[config.mk]
export PLATFORM = sky130hd
export DESIGN_NAME = spi_frame_arbiter
export DESIGN_NICKNAME = d
export VERILOG_FILES = /design/src/rtl/spi_frame_arbiter.sv
export SDC_FILE = /design/constraint.sdc
export NUM_CORES = 1
export LEC_CHECK = 0
export BUFFER_PORTS_ARGS = -buffer_cell sky130_fd_sc_hd__buf_2
export CORE_MARGIN = 2
export CORE_UTILIZATION = 35
export DETAILED_ROUTE_END_ITERATION = 10
export HOLD_SLACK_MARGIN = 0.12
export REMOVE_ABC_BUFFERS = 1
export SKIP_CTS_REPAIR_TIMING = 1
export SYNTH_ARGS = -nofsm -noshare
export SYNTH_HDL_FRONTEND = slang
export SYNTH_SLANG_ARGS = --single-unit
[constraint.sdc]
create_clock -name sclk -period 2.7 [get_ports sclk]
set_input_delay 0.27 -clock sclk [delete_from_list [all_inputs] [get_ports sclk]]
set_output_delay 0.27 -clock sclk [all_outputs]
set_load 0.01 [all_outputs]
[src/rtl/spi_frame_arbiter.sv]
// Master-side sequencer for the 9-bit SPI slave frame (flag bit + 8 data bits, LSB first),
// round-robin shared between NUM_REQ requesters. Define SPI_ARB_FIXED_PRIO_EN for fixed priority.
module spi_frame_arbiter #(
    parameter int NUM_REQ    = 4,
    parameter int GAP_CYCLES = 1
) (
    input  logic                 sclk,
    input  logic                 i_reset_n,
    input  logic [NUM_REQ-1:0]   req,
    input  logic [NUM_REQ-1:0]   req_rd,
    input  logic [8*NUM_REQ-1:0] req_wdata,
    output logic [NUM_REQ-1:0]   gnt,
    output logic [NUM_REQ-1:0]   done,
    output logic [7:0]           rdata,
    output logic                 busy,
    output logic                 cs,
    output logic                 mosi,
    input  logic                 miso
);

    localparam int IDX_W = $clog2(NUM_REQ);

    typedef enum logic [1:0] {ST_IDLE, ST_FRAME, ST_TAIL, ST_GAP} state_t;

    state_t             r_state;
    logic [IDX_W-1:0]   r_win;
    logic               r_rd;
    logic [7:0]         r_wdata;
    logic [3:0]         r_bit_cnt;
    logic [3:0]         r_gap_cnt;
    logic [6:0]         r_shift;
    logic [NUM_REQ-1:0] r_gnt;
    logic [NUM_REQ-1:0] r_done;
    logic [7:0]         r_rdata;
    logic               r_busy;
    logic               r_cs;
    logic               r_mosi;

    state_t             w_state_nxt;
    logic [IDX_W-1:0]   w_win_nxt;
    logic               w_rd_nxt;
    logic [7:0]         w_wdata_nxt;
    logic [3:0]         w_bit_cnt_nxt;
    logic [3:0]         w_gap_cnt_nxt;
    logic [6:0]         w_shift_nxt;
    logic [NUM_REQ-1:0] w_gnt_nxt;
    logic [NUM_REQ-1:0] w_done_nxt;
    logic [7:0]         w_rdata_nxt;
    logic               w_busy_nxt;
    logic               w_cs_nxt;
    logic               w_mosi_nxt;
    logic [IDX_W-1:0]   w_win;

`ifdef SPI_ARB_FIXED_PRIO_EN
    // Lowest requesting index wins; scanning downward leaves the smallest one.
    always_comb begin
        w_win = '0;
        for (int i = NUM_REQ - 1; i >= 0; i--) begin
            if (req[i]) w_win = IDX_W'(i);
        end
    end
`else
    localparam logic [IDX_W:0] N_W = (IDX_W + 1)'(NUM_REQ);

    logic [IDX_W-1:0] r_ptr;
    logic [IDX_W:0]   w_idx [NUM_REQ];

    // Search order is ptr+1, ptr+2, ... with wrap; scanning from the far end keeps the nearest.
    always_comb begin
        w_win = '0;
        for (int i = NUM_REQ; i >= 1; i--) begin
            w_idx[i-1] = {1'b0, r_ptr} + (IDX_W + 1)'(i);
            if (w_idx[i-1] >= N_W) w_idx[i-1] = w_idx[i-1] - N_W;
            if (req[w_idx[i-1][IDX_W-1:0]]) w_win = w_idx[i-1][IDX_W-1:0];
        end
    end

    always_ff @(posedge sclk or negedge i_reset_n) begin
        if (!i_reset_n)                    r_ptr <= IDX_W'(NUM_REQ - 1);
        else if (r_state == ST_IDLE && |req) r_ptr <= w_win;
    end
`endif

    // NOTE: every next-value signal gets a default first, so no path can infer a latch.
    always_comb begin
        w_state_nxt   = r_state;
        w_win_nxt     = r_win;
        w_rd_nxt      = r_rd;
        w_wdata_nxt   = r_wdata;
        w_bit_cnt_nxt = r_bit_cnt;
        w_gap_cnt_nxt = r_gap_cnt;
        w_shift_nxt   = r_shift;
        w_gnt_nxt     = '0;
        w_done_nxt    = '0;
        w_rdata_nxt   = r_rdata;
        w_busy_nxt    = r_busy;
        w_cs_nxt      = r_cs;
        w_mosi_nxt    = r_mosi;

        case (r_state)
            ST_IDLE: begin
                w_cs_nxt   = 1'b1;
                w_mosi_nxt = 1'b0;
                w_busy_nxt = 1'b0;
                if (|req) begin
                    w_win_nxt        = w_win;
                    w_rd_nxt         = req_rd[w_win];
                    w_wdata_nxt      = req_wdata[{w_win, 3'b000} +: 8];
                    w_gnt_nxt[w_win] = 1'b1;
                    w_cs_nxt         = 1'b0;
                    w_mosi_nxt       = req_rd[w_win];
                    w_busy_nxt       = 1'b1;
                    w_bit_cnt_nxt    = 4'd1;
                    w_state_nxt      = ST_FRAME;
                end
            end

            ST_FRAME: begin
                // Slave answers one edge after each data bit, so samples start at k+3.
                if (r_rd && r_bit_cnt >= 4'd3) w_shift_nxt = {miso, r_shift[6:1]};
                if (r_bit_cnt == 4'd9) begin
                    w_cs_nxt    = 1'b1;
                    w_mosi_nxt  = 1'b0;
                    w_state_nxt = ST_TAIL;
                end else begin
                    w_mosi_nxt    = r_rd ? 1'b0 : r_wdata[3'(r_bit_cnt - 4'd1)];
                    w_bit_cnt_nxt = r_bit_cnt + 4'd1;
                end
            end

            ST_TAIL: begin
                w_done_nxt[r_win] = 1'b1;
                if (r_rd) w_rdata_nxt = {miso, r_shift};
                if (GAP_CYCLES == 0) begin
                    w_busy_nxt  = 1'b0;
                    w_state_nxt = ST_IDLE;
                end else begin
                    w_gap_cnt_nxt = 4'(GAP_CYCLES - 1);
                    w_state_nxt   = ST_GAP;
                end
            end

            ST_GAP: begin
                if (r_gap_cnt == 4'd0) begin
                    w_busy_nxt  = 1'b0;
                    w_state_nxt = ST_IDLE;
                end else begin
                    w_gap_cnt_nxt = r_gap_cnt - 4'd1;
                end
            end

            default: w_state_nxt = ST_IDLE;
        endcase
    end

    // NOTE: state registers use non-blocking assignments so every flop samples pre-edge values.
    always_ff @(posedge sclk or negedge i_reset_n) begin
        if (!i_reset_n) begin
            r_state   <= ST_IDLE;
            r_win     <= '0;
            r_rd      <= 1'b0;
            r_wdata   <= '0;
            r_bit_cnt <= '0;
            r_gap_cnt <= '0;
            r_shift   <= '0;
            r_gnt     <= '0;
            r_done    <= '0;
            r_rdata   <= '0;
            r_busy    <= 1'b0;
            r_cs      <= 1'b1;
            r_mosi    <= 1'b0;
        end else begin
            r_state   <= w_state_nxt;
            r_win     <= w_win_nxt;
            r_rd      <= w_rd_nxt;
            r_wdata   <= w_wdata_nxt;
            r_bit_cnt <= w_bit_cnt_nxt;
            r_gap_cnt <= w_gap_cnt_nxt;
            r_shift   <= w_shift_nxt;
            r_gnt     <= w_gnt_nxt;
            r_done    <= w_done_nxt;
            r_rdata   <= w_rdata_nxt;
            r_busy    <= w_busy_nxt;
            r_cs      <= w_cs_nxt;
            r_mosi    <= w_mosi_nxt;
        end
    end

    assign gnt   = r_gnt;
    assign done  = r_done;
    assign rdata = r_rdata;
    assign busy  = r_busy;
    assign cs    = r_cs;
    assign mosi  = r_mosi;

endmodule
==> results.yml, run 1 <==
outcome:
  outcome: "finished clean"
cts:
  ctsRootBufferMaster: "clkbuf_8"
  clk_path_buf_depth: 2
  tritoncts: "done"
  clock-sinks: 49
  cts_buffers: 5
  insertion_delay_ps: 310
  htreeDepth: 2
  clk_pin_slew_worst_paths_ps: 100
critical_path:
  cp_cell_sequence: "nand3b_2 > a31oi_4 > mux2_2 > a31oi_1 > o21ai_1"
  critical_path_class: "flip-flop to flip-flop"
  required_ps: 2880
  critPathLaunchType: "flip-flop"
  critPathArrivalTime_ps: 2300
  crit_slowest_cell: "dfstp_2"
  cp_max_fo: 19
  crit_path_end_kind: "flip-flop"
  max_stage_delay_ps: 600
timing:
  rsz0062_at_grt: "false"
  slew_violations: 0
  worst_pin_slew_ps: 755
  totalNegativeSetupSlack_ps: 0
  min_period_over_period: 0.786
  relSlewSlack: 0.497
  layout_min_cycle_time_ps: 2120
  hold_viol: 0
  finalSetupViolations: 0
  timing.fmax_mhz: 471
  clock_skew_ps: 13.5
  holdWs_ps: 195
synthesis:
  netlist_area_um2: 2550
  ys_warn_count: 0
  synth_area_leader_cell: "dfrtp_1"
  avgSynthCellArea_um2: 10.6
  synth_ff_type: "dfrtp_1"
  syn_inst: 240
  synthTopCellsByArea: "dfrtp_1, mux2_2, nand2_1"
  synth_common_cells: "dfrtp_1, nand2_1, mux2_2, o21ai_0, nor2_1"
  synthArstFlopShare: 1.00
  synth.most_common_cell: "dfrtp_1"
  synth-edff-count: 0
  yosysTopAreaCellShare: 0.451
  synthDistinctLibCells: 42
  synth_seq_cells: 49
  ys_seq_area_frac: 0.482
detailed_routing:
  drt_iter0_markers: 69
  route.vias.total: 1908
  via_per_inst: 4.75
  dr.pass1.iters: 4
  post_drt_wl_per_cell_um: 11.7
  wl_um: 4720
  drc: 0
  drt.antenna.violating_nets: 0
flow_run:
  maxCapViolCount: 0
global_routing:
  grt_pass1_vias: 1723
  grt_use_total: 0.130
  overflow: 0
  grt_max_degree: 33
  antenna_found_initial: 0
  grt_pass1_wl_um: 8070
pwr:
  p_per_area_nw_per_um2: 967
  leakagePower_nw: 1.52
  ir_drop_v: 0.000309
layout:
  syn2layout_area_growth_pct: 19.6
  final_nets: 354
  antennaDiodeCount: 0
  layout-drive-gt1-share: 0.353
  fillCellCount: 757
  final_area_um2: 3050
floorplan:
  core-area_um2: 7140
  die-area_um2: 7990
  start_util: 0.357
  die_w_um: 89.4
  io_pins: 62
  rows: 31
  die_y_um: 89.4
placement:
  place_hpwl_um: 3510
  gp_congestion: 0.777
  dpl-instance-area_um2: 2950
  io_buffers: 61
worst_hold_path:
  hold_path.class: "input port to flip-flop"
==> logic make-up (layout without fill, tap and decap cells) <==
logic type	Yosys count	after routing	share of synthesized area
adders and majority gates	9	9	0.0441
xor gates and xnor gates	3	3	0.0103
DFF	49	49	0.482
buffers and inverters	20	83	0.0378
AOI/OAI and AO/OA	47	47	0.117
and+or+nand+nor	74	74	0.138
muxes	38	38	0.171
==> registers in the layout, indices dropped and copies added (netlist names) <==
name,flops
busy,1
cs,1
done,4
gnt,4
mosi,1
r_bit_cnt,4
r_gap_cnt,4
r_ptr,2
r_rd,1
r_shift,7
r_state,2
r_wdata,8
r_win,2
rdata,8
==> critical path: cells and delay by family, from the launching register on <==
family | cells | cell delay, ps
simple gates | 1 | 110
flops | 1 | 600
compound gates | 3 | 860
mux | 1 | 410
==> through the flow <==
| step | instances | util | power (W) | setup WS (ps) |
|---|---|---|---|---|
| after floorplan | 229 | - | 0.00215 | 710 |
| after global placement | 393 | 0.413 | 0.00251 | 635 |
| final | 402 | 0.428 | 0.00295 | 579 |
| after detailed placement | 393 | 0.413 | 0.00254 | 552 |
| after global routing | 402 | 0.428 | 0.00323 | 394 |
| after CTS | 401 | 0.426 | 0.00300 | 524 |
==> layout make-up <==
type                       count  area, um2  area share
clock buffer                   5       68.8      0.0226
clock inverter                 3       25.0     0.00820
inverter                       9       33.8      0.0111
multi-input combinational    171       1220       0.401
sequential                    49       1230       0.403
tap                           99        124      0.0406
timing repair buffer          66        345       0.113
==> placed cells by master (no fill, tap or decap), drive strengths merged, types with 4 or more instances in the layout <==
master,count
a21oi,8
and3,4
buf,65
clkbuf,5
dfrtp,46
ha,9
inv,11
mux2,25
mux2i,11
nand2,31
nand2b,4
nand3,8
nor2,13
nor3,5
o21ai,25
==> path summary, 6_finish.rpt <==
kind,end,start,slack (ps),cells past startpoint
hold / removal,r_shift[6],miso,200,2
max in group asynchronous,cs,i_reset_n,1500,3
min in group asynchronous,r_wdata[5],i_reset_n,440,2
hold reg to reg,done[0],r_win[0],490,1
setup / recovery,mosi,r_ptr[1],580,5
setup reg to reg,mosi,r_ptr[1],580,5
==> power breakdown <==
group	total (W)	internal (W)	switching, W
Clock	0.000451	0.000189	0.000262
Sequential	0.00120	0.00101	0.000197
Combinational	0.00130	0.000623	0.000673
==> metal layers <==
metal  vias up  global-route usage  part of all wire
li1        968                   -                 -
met2        45               0.200              0.45
met1       889               0.177              0.48
met3         6              0.0351             0.052
met5         -                   0                 0
met4         0              0.0448             0.015
No activity file was read; power rests on OpenSTA's default activity.
==> run 2, diff against run 1 <==
==> constraint.sdc (replaced) <==
create_clock -name sclk -period 2.1 [get_ports sclk]
set_input_delay 0.21 -clock sclk [delete_from_list [all_inputs] [get_ports sclk]]
set_output_delay 0.21 -clock sclk [all_outputs]
set_load 0.01 [all_outputs]
==> results.yml, run 2 (synthesis results as in run 1) <==
critical_path:
  cp_max_fo: 22
  path_delay_family: "flip-flops"
  required_ps: 2290
  ff2ff_setup_slack_ps: 230
  crit_path_end_kind: "flip-flop"
  critPathBufInv: 1
  critical_path_class: "flip-flop to flip-flop"
  reg2reg_from: "r_ptr[1]"
  r2r_cells: 6
  critPathLaunchType: "flip-flop"
  crit_slowest_cell: "dfstp_2"
  cp_cell_sequence: "nand3b_2 > a31oi_4 > buf_12 > mux2_2 > a31oi_1 > o21ai_1"
  rr_endpoint: "mosi"
  critPathArrivalTime_ps: 2060
  max_stage_delay_ps: 610
placement:
  place_hpwl_um: 3480
  pre_cts_slack_ps: 155
  gp_congestion: 0.804
  io_buffers: 61
timing:
  min_period_over_period: 0.892
  fin_ws_ps: 228
  layout_min_cycle_time_ps: 1870
  clock_skew_ps: 8.52
  slew_violations: 0
  finalSetupViolations: 0
  worst_pin_slew_ps: 621
  hold_viol: 0
  rsz0062_at_grt: "false"
  timing.fmax_mhz: 534
  relSlewSlack: 0.586
  holdWs_ps: 144
  totalNegativeSetupSlack_ps: 0
detailed_routing:
  wl_um: 4840
  post_drt_wl_per_cell_um: 12.0
  route.vias.total: 1883
  drt_iter0_markers: 116
  dr.pass1.iters: 4
  drc: 0
  drt.antenna.violating_nets: 0
  via_per_inst: 4.66
floorplan:
  io_pins: 62
  start_util: 0.357
  core-area_um2: 7140
  die_y_um: 89.4
  rows: 31
  die-area_um2: 7990
  die_w_um: 89.4
layout:
  final_nets: 356
  fillCellCount: 745
  multi_input_area_um2: 1230
  layout-drive-gt1-share: 0.357
  syn2layout_area_growth_pct: 21.0
  regArea_um2: 1230
  mostFrequentLayoutCell: "buf_2"
  layout_common_cells: "buf_2, dfrtp_1, nand2_1"
  antennaDiodeCount: 0
cts:
  clk_path_buf_depth: 2
  clock-sinks: 49
  tritoncts: "done"
  ctsRootBufferMaster: "clkbuf_8"
  clk_pin_slew_worst_paths_ps: 90
  insertion_delay_ps: 310
  htreeDepth: 2
  cts_buffers: 5
global_routing:
  antenna_found_initial: 0
  grt_use_total: 0.135
  grt_pass1_wl_um: 8400
  overflow: 0
  grt_pass1_vias: 1815
  grt_max_degree: 50
  use_met1: 0.172
  top_usage_layer: "met2"
  use_met3: 0.0351
  grt_use_met2: 0.227
flow_run:
  maxCapViolCount: 0
pwr:
  p_per_area_nw_per_um2: 1240
  p_total_w: 0.00384
  leakagePower_nw: 1.53
  ir_drop_v: 0.000448
worst_hold_path:
  min-delay-start: "miso"
  min_to: "r_shift[6]"
  hold_path.class: "input port to flip-flop"
  holdPathStages: 2
outcome:
  outcome: "finished clean"
## run 2: cell types whose count changed in the layout (fill, tap and decap cells not counted)
cell	change
buf_12	+1
o21ai_2	-1
buf_4	+1
o21ai_4	+1
## run 2: per-layer routing
metal,vias up,share of wire
met4,0,0.013
met1,861,0.47
li1,969,-
met3,6,0.046
met5,-,0
met2,47,0.47
## run 2: how the worst max path moves through the flow
| stage | endpoint | slack (ps) | startpoint | cells after the start |
|---|---|---|---|---|
| floorplan | mosi | 110 | r_ptr[1] | 5 |
| global placement | mosi | 230 | r_ptr[1] | 6 |
| global route | mosi | 110 | r_ptr[1] | 6 |
| detailed placement | mosi | 160 | r_ptr[1] | 6 |
| finish | mosi | 230 | r_ptr[1] | 6 |
| CTS | mosi | 140 | r_ptr[1] | 6 |
## run 2: worst reg2reg max path: stages (launching register included)
cell	delay, ps
dfstp_2	610
nand3b_2	110
a31oi_4	190
buf_12	190
mux2_2	360
a31oi_1	210
o21ai_1	80
## run 2: metrics by stage
step	instances	cell area (um2)	utilization
3_3_place_gp	395	2980	0.417
4_1_cts	403	3070	0.430
5_1_grt	404	3090	0.433
6_report	404	3090	0.433
3_5_place_dp	395	2980	0.417
2_1_floorplan	229	2490	-
## run 2: power by group
part / internal, W / total, W / switching (W)
logic: 0.000829 / 0.00171 / 0.000881
clock network: 0.000243 / 0.000578 / 0.000335
registers: 0.00130 / 0.00155 / 0.000254
total: 0.00237 / 0.00384 / 0.00147
## run 2: layout make-up
class                      count  share of cell area
timing repair buffer          68               0.121
clock inverter                 3             0.00811
clock buffer                   5              0.0223
sequential                    49               0.398
tap                           99              0.0401
multi-input combinational    171               0.399
inverter                       9              0.0109
